**src/rtl/hazard_unit.sv**
```systemverilog
// hazard_unit: stall, flush and forwarding control for the 5-stage pipeline, with saturating event counters
module hazard_unit #(
    parameter int REG_ADDR_WIDTH = 5,
    parameter int CNT_WIDTH = 16
) (
    input  logic                      clk,
    input  logic                      rst,
    input  logic [REG_ADDR_WIDTH-1:0] i_RS1_D,
    input  logic [REG_ADDR_WIDTH-1:0] i_RS2_D,
    input  logic [REG_ADDR_WIDTH-1:0] i_RS1_E,
    input  logic [REG_ADDR_WIDTH-1:0] i_RS2_E,
    input  logic [REG_ADDR_WIDTH-1:0] i_Rd_E,
    input  logic                      i_RegWrite_E,
    input  logic [1:0]                i_ResultSrc_E,
    input  logic                      i_PCSrc_E,
    input  logic                      i_CntClr,
    output logic                      o_Stall_F,
    output logic                      o_Stall_D,
    output logic                      o_Flush_D,
    output logic                      o_Flush_E,
    output logic [1:0]                o_ForwardA_E,
    output logic [1:0]                o_ForwardB_E,
    output logic [CNT_WIDTH-1:0]      o_StallCnt,
    output logic [CNT_WIDTH-1:0]      o_FlushCnt
);
    logic [REG_ADDR_WIDTH-1:0] rd_m, rd_w;
    logic                      wr_m, wr_w, lw_stall, hit_m_a, hit_w_a, hit_m_b, hit_w_b;

    // shadow of the M/W destination registers; EX/MEM and MEM/WB never stall so no enable
    always_ff @(posedge clk or negedge rst) begin
        if (!rst) begin
            rd_m <= '0;
            wr_m <= 1'b0;
            rd_w <= '0;
            wr_w <= 1'b0;
        end else begin
            rd_m <= i_Rd_E;
            wr_m <= i_RegWrite_E;
            rd_w <= rd_m;
            wr_w <= wr_m;
        end
    end

    // hazard detection and outputs; x0 never matches and reset forces everything idle
    always_comb begin
        hit_m_a      = wr_m && rd_m != '0 && rd_m == i_RS1_E;
        hit_w_a      = wr_w && rd_w != '0 && rd_w == i_RS1_E;
        hit_m_b      = wr_m && rd_m != '0 && rd_m == i_RS2_E;
        hit_w_b      = wr_w && rd_w != '0 && rd_w == i_RS2_E;
        lw_stall     = i_ResultSrc_E == 2'b01 && i_Rd_E != '0 && (i_Rd_E == i_RS1_D || i_Rd_E == i_RS2_D);
        o_Stall_F    = rst && lw_stall && !i_PCSrc_E;
        o_Stall_D    = o_Stall_F;
        o_Flush_D    = rst && i_PCSrc_E;
        o_Flush_E    = rst && (lw_stall || i_PCSrc_E);
        o_ForwardA_E = !rst ? 2'b00 : hit_m_a ? 2'b10 : hit_w_a ? 2'b01 : 2'b00;
        o_ForwardB_E = !rst ? 2'b00 : hit_m_b ? 2'b10 : hit_w_b ? 2'b01 : 2'b00;
    end

    // saturating event counters; clear wins over a same-cycle event
    always_ff @(posedge clk or negedge rst) begin
        if (!rst) begin
            o_StallCnt <= '0;
            o_FlushCnt <= '0;
        end else if (i_CntClr) begin
            o_StallCnt <= '0;
            o_FlushCnt <= '0;
        end else begin
            if (o_Stall_D && o_StallCnt != '1) o_StallCnt <= o_StallCnt + 1'b1;
            if (o_Flush_D && o_FlushCnt != '1) o_FlushCnt <= o_FlushCnt + 1'b1;
        end
    end
endmodule

```
**config.mk**
```make
export PLATFORM = sky130hd
export DESIGN_NAME = hazard_unit
export DESIGN_NICKNAME = d
export VERILOG_FILES = /design/src/rtl/hazard_unit.sv
export SDC_FILE = /design/constraint.sdc
export NUM_CORES = 1
export LEC_CHECK = 0
export ABC_AREA = 0
export CAP_MARGIN = 20
export CORE_AREA = 8 8 98 100
export CTS_CLUSTER_SIZE = 12
export DETAILED_ROUTE_END_ITERATION = 12
export DIE_AREA = 0 0 106 108
export GPL_ROUTABILITY_DRIVEN = 0
export PLACE_DENSITY = 0.63
export SYNTH_ARGS = -nofsm -noshare
export SYNTH_HDL_FRONTEND = slang
export SYNTH_SLANG_ARGS = --single-unit
```
**constraint.sdc**
```tcl
create_clock -name clk -period 2.8 [get_ports clk]
set_clock_uncertainty 0.05 [all_clocks]
set_input_delay 0.28 -clock clk [delete_from_list [all_inputs] [get_ports clk]]
set_output_delay 0.28 -clock clk [all_outputs]
set_load 0.005 [all_outputs]
```
======== Word level (Yosys, flattened, before mapping) ========
Index checks and enable logic that the tools add are counted.
cells by class
  mux-type cells .......................... 10
  bitwise logic cells ..................... 0
  magnitude comparators ................... 0
  add/sub/neg operators ................... 2
  shift operators ......................... 0
  equal/unequal tests ..................... 9
  multiply operators ...................... 0
  reduce and logical (&&, ||, !) cells .... 22
  div/mod/pow operators ................... 0
operators with widths
  kind                                           count
  two-way mux 16 bit                             4
  adder 16 x 1 -> 16 bit, second input constant  2
  != test 16 bit, second input constant          2
  == test 5 bit                                  6
  nonzero test 5 bit                             3
  logical AND 1 bit                              14
  two-way mux 2 bit                              4
  nonzero test 2 bit                             2
  == test 2 x 1 -> 1 bit, second input constant  1
  logical OR 1 bit                               2
  two-way mux 1 bit                              2
  logical NOT 1 bit                              1
word-level totals
  register bits after elaboration ......... 44
  latch bits .............................. 0
  memory bits (writable) .................. 0
  input bits .............................. 32
  memories ................................ 0
  ROM bits ................................ 0
  word-level logic and storage cells ...... 49

======== Longest topological paths before layout ========
Gate-level depths: netlist (run 1).
  depth in word-level cells ............... 8
  mapped depth ............................ 9
  depth with buffers taken out ............ 7

======== Worst setup path before layout (run 1) ========
Ideal clock, no wire load.
  path type ............................... register to register
  start ................................... reg o_StallCnt[0]
  end ..................................... reg o_StallCnt[5]
  stages on the path, launching flop included .. 9
  path buffers ............................ 1
  data arrival time ....................... 1.902 ns
  setup slack ............................. 0.724 ns
  clock period less this slack ............ 2.076 ns
  cell sequence ........................... dfrtp_1 ha_1 inv_1 nor4b_2 and3_1 or3_1 buf_2 nor3_1 mux2_2
between the ends
  word-level cells in the longest chain between the ends .. 3
  elaborated cells on any way between the ends .. 6
RTL lines
  what                                                             line  RTL
  start: declaration                                               23    output logic [CNT_WIDTH-1:0] o_StallCnt,
  start signal: assignment                                         68    if (o_Stall_D && o_StallCnt != '1) o_StallCnt <= o_StallCnt + 1'b1;
  adder 16 x 1 -> 16 bit / != test 16 bit (equally long branches)  68
  two-way mux 16 bit / logical AND 1 bit (equally long branches)   68
  two-way mux 16 bit / nonzero test 2 bit (equally long branches)  --
Several ways; a longest one is shown, not always the timed one. The select of a mux whose other input is x is not followed.
A chain may end at the register's enable or synchronous reset.

======== Final worst setup path (run 1) ========
  start ................................... reg rd_m[1]
  end ..................................... out o_ForwardB_E[0]
between the ends
  word-level cells in the longest chain between the ends .. 5
  elaborated cells on any way between the ends .. 6
RTL lines
  what                                 line  RTL
  start: declaration                   26    logic [REG_ADDR_WIDTH-1:0] rd_m, rd_w;
  start signal: assignment             37    rd_m <= i_Rd_E;
  nonzero test 5 bit                   48    hit_m_b = wr_m && rd_m != '0 && rd_m == i_RS2_E;
  logical AND 1 bit                    48
  logical AND 1 bit (*)                48
  two-way mux 2 bit (*) (2 in series)  56    o_ForwardB_E = !rst ? 2'b00 : hit_m_b ? 2'b10 : hit_w_b ? 2'b01 : 2'b00;
  end: declaration                     22    output logic [1:0] o_ForwardB_E,
Mark *: on every way between the ends. The rest lies on a longest branch, timed or not.

==> results of run 1 <==
==> power groups by stage <==
stage	clock network [mW]	registers, mW	logic (mW)
finish	0.526	0.659	0.152
global route	0.586	0.661	0.167
CTS	0.551	0.659	0.154
detailed placement	0	0.672	0.152
global placement	0	0.671	0.151
floorplan	0	0.668	0.0560
==> per-layer routing <==
layer	vias up	routed length, microns	global-route usage, %
met4	0	26	2.11
li1	1027	-	-
met5	-	0	0
met1	1041	3010	14.3
met2	45	3330	20.7
met3	2	245	2.44
==> layout make-up <==
| type | instances | area share [%] |
|---|---|---|
| Clock inverter | 1 | 0.876 |
| Inverter | 4 | 0.438 |
| Sequential cell | 44 | 32.1 |
| Multi-Input combinational cell | 189 | 36.3 |
| Timing Repair Buffer | 84 | 23.6 |
| Tap cell | 105 | 3.83 |
| Clock buffer | 7 | 2.81 |
==> cells in the final DEF (no fill, tap or decap), types with 3 or more instances in the layout <==
| master | instances |
|---|---|
| or4_1 | 5 |
| nor2_1 | 25 |
| a21oi_1 | 11 |
| xnor2_1 | 10 |
| dfrtp_1 | 43 |
| clkbuf_8 | 7 |
| or3_1 | 12 |
| nand2_1 | 10 |
| nor2b_1 | 5 |
| xor2_1 | 34 |
| nor4_1 | 4 |
| inv_1 | 4 |
| nand3_1 | 13 |
| clkdlybuf4s50_1 | 69 |
| and3_1 | 9 |
| nand4_1 | 9 |
| o21ai_0 | 10 |
| mux2i_1 | 3 |
| buf_4 | 12 |
| nor3_1 | 6 |
| mux2_2 | 3 |
==> kinds of logic (layout without fill, tap and decap cells) <==
kind of cell	count (synthesis)	after routing	share of synthesized area [%]
adders and majority gates	2	2	1.04
and+or+nand+nor	106	106	24.2
muxes	6	6	2.66
DFF	44	44	45.9
xor gates and xnor gates	44	44	16.1
buffers and inverters	12	96	2.40
AOI/OAI and AO/OA	31	31	7.82
==> synth_stat cells (2+ instances only) <==
| library cell | count | area [sq um] |
|---|---|---|
| dfrtp_1 | 44 | 1100 |
| xor2_1 | 34 | 298 |
| nor2_1 | 25 | 93.8 |
| nand3_1 | 13 | 65.1 |
| or3_1 | 12 | 75.1 |
| a21oi_1 | 11 | 55.1 |
| o21ai_0 | 11 | 55.1 |
| nand2_1 | 10 | 37.5 |
| xnor2_1 | 10 | 87.6 |
| and3_1 | 9 | 56.3 |
| nand4_1 | 9 | 56.3 |
| nor3_1 | 6 | 30.0 |
| clkbuf_1 | 5 | 18.8 |
| nor2b_1 | 5 | 31.3 |
| or4_1 | 5 | 37.5 |
| inv_1 | 4 | 15.0 |
| nor4_1 | 4 | 25.0 |
| mux2_2 | 3 | 33.8 |
| mux2i_1 | 3 | 30.0 |
| and2_1 | 2 | 12.5 |
| ha_1 | 2 | 25.0 |
| nand2b_1 | 2 | 12.5 |
==> state kept, by name (all words and copies together) (netlist names) <==
signal / count
o_FlushCnt: 16
o_StallCnt: 16
rd_m: 5
rd_w: 5
wr_m: 1
wr_w: 1
==> timing repair <==
item,in CTS,in global routing
resized for setup,1,3
hold buffers,1,0
setup buffers,0,0
endpoints found under the setup margin,2,2
hold endpoints to repair,44,0
==> through the flow <==
stage	util (%)	setup WS, ps	hold slack, ps	area [sq um]
6_report	42.6	86.5	372	3430
5_1_grt	42.6	11.3	382	3430
4_1_cts	42.5	10.0	350	3420
3_5_place_dp	40.8	45.0	289	3290
3_3_place_gp	40.8	58.5	298	3290
2_1_floorplan	-	724	-65.6	2400
==> worst max path at each step <==
| stage | slack, ps | end | depth (start not counted) | start |
|---|---|---|---|---|
| after CTS | 10 | o_ForwardB_E[0] | 5 | rd_m[1] |
| after floorplan | 720 | o_StallCnt[5] | 8 | o_StallCnt[0] |
| after global routing | 10 | o_ForwardB_E[0] | 5 | rd_m[1] |
| after global placement | 60 | o_StallCnt[5] | 7 | i_Rd_E[2] |
| final | 90 | o_ForwardB_E[0] | 5 | rd_m[1] |
| after detailed placement | 50 | o_StallCnt[5] | 7 | i_Rd_E[2] |
==> summary.txt, run 1 <==
Pwr
  • Switching power: 293 uW
  • Peak VDD IR: 192 uV
  • Total power: 1.34 mW
  • Total internal power: 1.04 mW
  • Switching share of power: 21.9%
  • Pwr dens: 390 nW/um^2
  • Combinational Power Share: 11.4%
  • Part of the power in registers: 49.3%
  • Clk pwr share: 39.4%
  • Leak: 1.40 nW

Drt
  • Initial DRC Count: 36
  • WL final: 6620 microns
  • Vias per inst: 4.87
  • Avg WL per Cell: 15.2 microns
  • Drt first pass iters: 6
  • DRC Markers: 0
  • Via count: 2,115
  • Final ANT Viol Nets: 0

Timing
  • Crit path time final: 2710 ps
  • Setup Viol. Count Final: 0
  • Period utilization: 96.9%
  • Fmax: 369 MHz
  • Slew Viols, Final: 0
  • Relative slew slack: 60.7%
  • RSZ-0062 raised after global routing: no
  • Final Hold Violating Endpoints: 0
  • Worst slew pin tran: 588 ps
  • Setup_tns: 0 ps

Worst hold path
  • Hold Path Sink: wr_w
  • Worst Hold Launch: wr_m
  • HP Class: flop to flop
  • Cell count of the worst hold path: 0

Synth
  • Async S/R FF share, synth: 100%
  • Netlist cell types: 38
  • Number of synthesized register bits: 44
  • Main synth FF type: dfrtp_1
  • Number of synthesized flops with an enable pin: 0
  • Synthesized net count: 279
  • Sequential area share after synthesis: 45.9%
  • Synth Instances: 245
  • Syn avg cell area: 9.80 sq um
  • Syn Std Cell Area: 2400 sq um
  • Ys Warns: 0

Die
  • I/O pin total: 72
  • Full die area: 11,400 sq um
  • Starting density of the core: 29.8%
  • Die Wd: 106 microns
  • Rows: 33
  • Core ar.: 8050 sq um
  • Die Y: 108 microns

Clock tree
  • Clock-pin slew on the worst setup and hold paths: 80 ps
  • Clock sink total: 44
  • H-tree levels: 2
  • CTS root buf: clkbuf_8
  • Clock buffer depth: 2
  • Later-pin clock latency in the skew report: 290 ps
  • Cts bufs inserted: 5
  • CTS tree: built

Cells and area
  • Synth-to-Final Area Change: 42.8%
  • Non-filler cells, final: 434
  • Proportion of layout cells with a drive suffix above 1: 9.12%
  • Layout fillers: 817
  • Nets: 362
  • Footprint of the multi-input gates: 1250 sq um
  • Reg area: 1100 sq um
  • Diodes inserted: 0

Worst setup path
  • Register-to-register setup slack: 490 ps
  • Critical path's top delay family: simple AND/OR/NAND/NOR gates
  • Register-to-Register Path Depth: 7
  • Reg-to-reg endpoint: o_StallCnt[5]
  • Max FO, Critical Path: 4
  • Arrival time at the worst endpoint: 2380 ps
  • Slowest stage cell, crit path: clkdlybuf4s50_1
  • CP Capture Type: primary output
  • RR Startpoint: o_StallCnt[0]
  • Cell repeated most along the worst path: nor4_1
  • WP buf/inv: 1
  • Worst Setup Start Kind: flop
  • CP max stage delay: 560 ps
  • Critical path class: flop to primary output
  • Worst path cell trace: or4_1, o21ai_2, nor4_1, nor4_1, clkdlybuf4s50_1
  • Req. time, crit path: 2470 ps

Global routing
  • Initial antenna violation count: 0
  • Tot GR Track Use: 11.6%
  • Vias in the first global route: 2,161
  • Largest net degree at the start of global routing: 27
  • Global-route wire length before repair: 11,100 microns
  • Total gr overflow: 0

Run
  • Max Cap Viol: 0

Status
  • Status: complete, no violations

Place
  • DPL Wire Length: 5110 microns
  • Port bufs: 71
  • Placed insts: 425
No activity file was read; power rests on OpenSTA's default activity.
==> inputs of run 2 (changes only) <==
CORE_AREA = 8 8 81 83   (was 8 8 98 100)
DIE_AREA = 0 0 89 91   (was 0 0 106 108)
PLACE_DENSITY = 0.86   (was 0.63)
==> run 2 against run 1 <==
Non-clock buffer count fell by 1. Hold slack got worse by 21 ps. Sequential power hardly changed. Wire length decreased by 5.7%. Final area shrank 1.8%. Register-to-register slack improved by 30 ps. Clock power fell by 11%. Die area decreased by 29%. Cell count down 7.8%. Utilization grew 21 points. Power down 4.3%. Flip-flop and latch count is the same.
==> summary.txt, run 2 (synthesis gave the netlist of run 1 again) <==
Status
  • Status: complete, no violations

Pwr
  • Total power: 1.28 mW (-4.3%)
  • Leak: 1.38 nW (-1.1%)
  • Pwr dens: 380 nW/um^2 (-2.6%)
  • Peak VDD IR: 278 uV (+44%)

Clock tree
  • CTS root buf: clkbuf_8
  • Clock sink total: 44 (unchanged)
  • Clock-pin slew on the worst setup and hold paths: 80 ps (about the same)
  • Cts bufs inserted: 5 (unchanged)
  • Post-CTS Setup Inserts: 0 (unchanged)
  • CTS tree: built
  • Later-pin clock latency in the skew report: 290 ps (about the same)
  • Clock buffer depth: 2 (unchanged)
  • H-tree levels: 2 (unchanged)

Cells and area
  • Post-route cell area: 3370 sq um (-1.8%)
  • Non-filler cells, final: 400 (-7.8%)
  • Most frequent cells in the layout: 69 x clkdlybuf4s50_1, 44 x dfrtp_1, 34 x xor2_1
  • Synth-to-Final Area Change: 40.3%
  • Proportion of layout cells with a drive suffix above 1: 8.23% (-0.89 points)
  • Most common cell after layout, fill and taps aside: clkdlybuf4s50_1
  • Nets: 361 (-0.28%)
  • Top Registers: o_FlushCnt x16, o_StallCnt x16
  • Diodes inserted: 0 (unchanged)

Die
  • Die Wd: 89 microns (-16%)
  • Starting density of the core: 45.0% (+15 points)
  • Rows: 27 (-18%)
  • Full die area: 8100 sq um (-29%)
  • Core ar.: 5340 sq um (-34%)
  • I/O pin total: 72 (unchanged)
  • Die Y: 91 microns (-16%)

Timing
  • Worst slew pin tran: 506 ps (-81.4 ps)
  • Final Hold Violating Endpoints: 0 (unchanged)
  • Setup Viol. Count Final: 0 (unchanged)
  • Worst Setup Slack, final: 73.0 ps (-13.5 ps)
  • Period utilization: 97.4% (+0.48 points)
  • Relative slew slack: 66.1% (+5.4 points)
  • Slew Viols, Final: 0 (unchanged)
  • Fmax: 367 MHz (-0.49%)
  • Setup_tns: 0 ps (unchanged)
  • Crit path time final: 2730 ps (+13.5 ps)

Drt
  • Avg WL per Cell: 15.6 microns (+2.3%)
  • DRC Markers: 0 (unchanged)
  • WL final: 6240 microns (-5.7%)
  • Final ANT Viol Nets: 0 (unchanged)
  • Via count: 2,112 (-0.14%)
  • Drt first pass iters: 4 (-2)
  • Vias per inst: 5.28 (+8.3%)
  • Initial DRC Count: 110 (+210%)

Run
  • Max Cap Viol: 0 (unchanged)

Global routing
  • Total gr overflow: 0 (unchanged)
  • Tot GR Track Use: 15.5% (+3.8 points)
  • Largest net degree at the start of global routing: 30 (+11%)
  • Initial antenna violation count: 0 (unchanged)
  • Global-route wire length before repair: 10,200 microns (-7.6%)
  • Vias in the first global route: 2,166 (+0.23%)

Worst setup path
  • Max FO, Critical Path: 4 (unchanged)
  • Critical path class: flop to primary output
  • Register-to-Register Path Depth: 8 (+1)
  • Arrival time at the worst endpoint: 2400 ps (+20 ps)
  • Worst Setup Start Kind: flop
  • CP Capture Type: primary output
  • Req. time, crit path: 2470 ps (about the same)
  • Register-to-register setup slack: 520 ps (+30 ps)

Worst hold path
  • HP Class: flop to flop
  • Cell count of the worst hold path: 0 (unchanged)

Place
  • Port bufs: 71 (unchanged)
  • DPL Wire Length: 4730 microns (-7.5%)
  • DP Area: 3230 sq um (-1.7%)
  • Place WS: 70.5 ps (+25.4 ps)
  • Placed insts: 390 (-8.2%)
[run 2: cell types whose count changed in the layout (fill, tap and decap cells not counted), sizes merged]
| cell | previous run | this run |
|---|---|---|
| clkinv | 0 | 1 |
| clkbuf | 7 | 6 |
| buf | 13 | 11 |
| dlygate4sd3 | 1 | 2 |
[run 2: routing by layer]
layer	vias to the layer above	track usage, %	part of all wire, %
met2	48	26.2	51
met3	8	4.68	6.4
met5	-	0	0
li1	1029	-	-
met4	0	3.74	1.3
met1	1027	18.5	42
[run 2: layout make-up]
class,count,area (sq um)
fillers,477,1970
multi-input cells,189,1250
flip-flops and latches,44,1100
repair buffers,83,803
well taps,72,90.1
clock buffers,6,72.6
clock inverters,2,35.0
inverters,4,15.0
[run 2: stage by stage]
| stage | utilization [%] | hold WS, ps |
|---|---|---|
| 4_1_cts | 62.9 | 327 |
| 3_3_place_gp | 60.5 | 103 |
| 3_5_place_dp | 60.5 | 101 |
| 5_1_grt | 63.1 | 361 |
| 6_report | 63.1 | 351 |
| 2_1_floorplan | - | -65.6 |
[run 2: worst max-delay path: stages (launching register included)]
cell and delay, ps:
dfrtp_1 440, or4_1 560, o21ai_2 190, nor4_1 90, nor4_1 270, clkdlybuf4s50_1 550
[run 2: worst paths after layout]
| check | start | end |
|---|---|---|
| max in group asynchronous | rst | rd_m[2] |
| worst max-delay path | rd_m[1] | o_ForwardA_E[0] |
| worst max register to register | o_StallCnt[0] | o_StallCnt[5] |
| worst min register to register | wr_m | wr_w |
| min in group asynchronous | rst | o_FlushCnt[13] |
| worst min-delay path | wr_m | wr_w |
[run 2: what timing repair did]
action | CTS | global route
endpoints found under the hold margin | 5 | 0
setup endpoints to repair | 2 | 2
resized for setup | 1 | 3
pin swaps | 0 | 1
hold buffers | 2 | 0
[run 2: report_power, final]
group	switching [mW]	internal, mW	total (mW)	leakage [nW]
combinational	0.0678	0.0830	0.151	0.741
clock	0.205	0.265	0.470	0.0552
sequential	0.0137	0.645	0.659	0.586
==> inputs of run 3 (changes only) <==
CTS_CLUSTER_SIZE = 20   (was 12)
SLEW_MARGIN = 0   (was default)
==> results of run 3 <==
No change in the layout: final DEF, timing and power equal those of run 2.
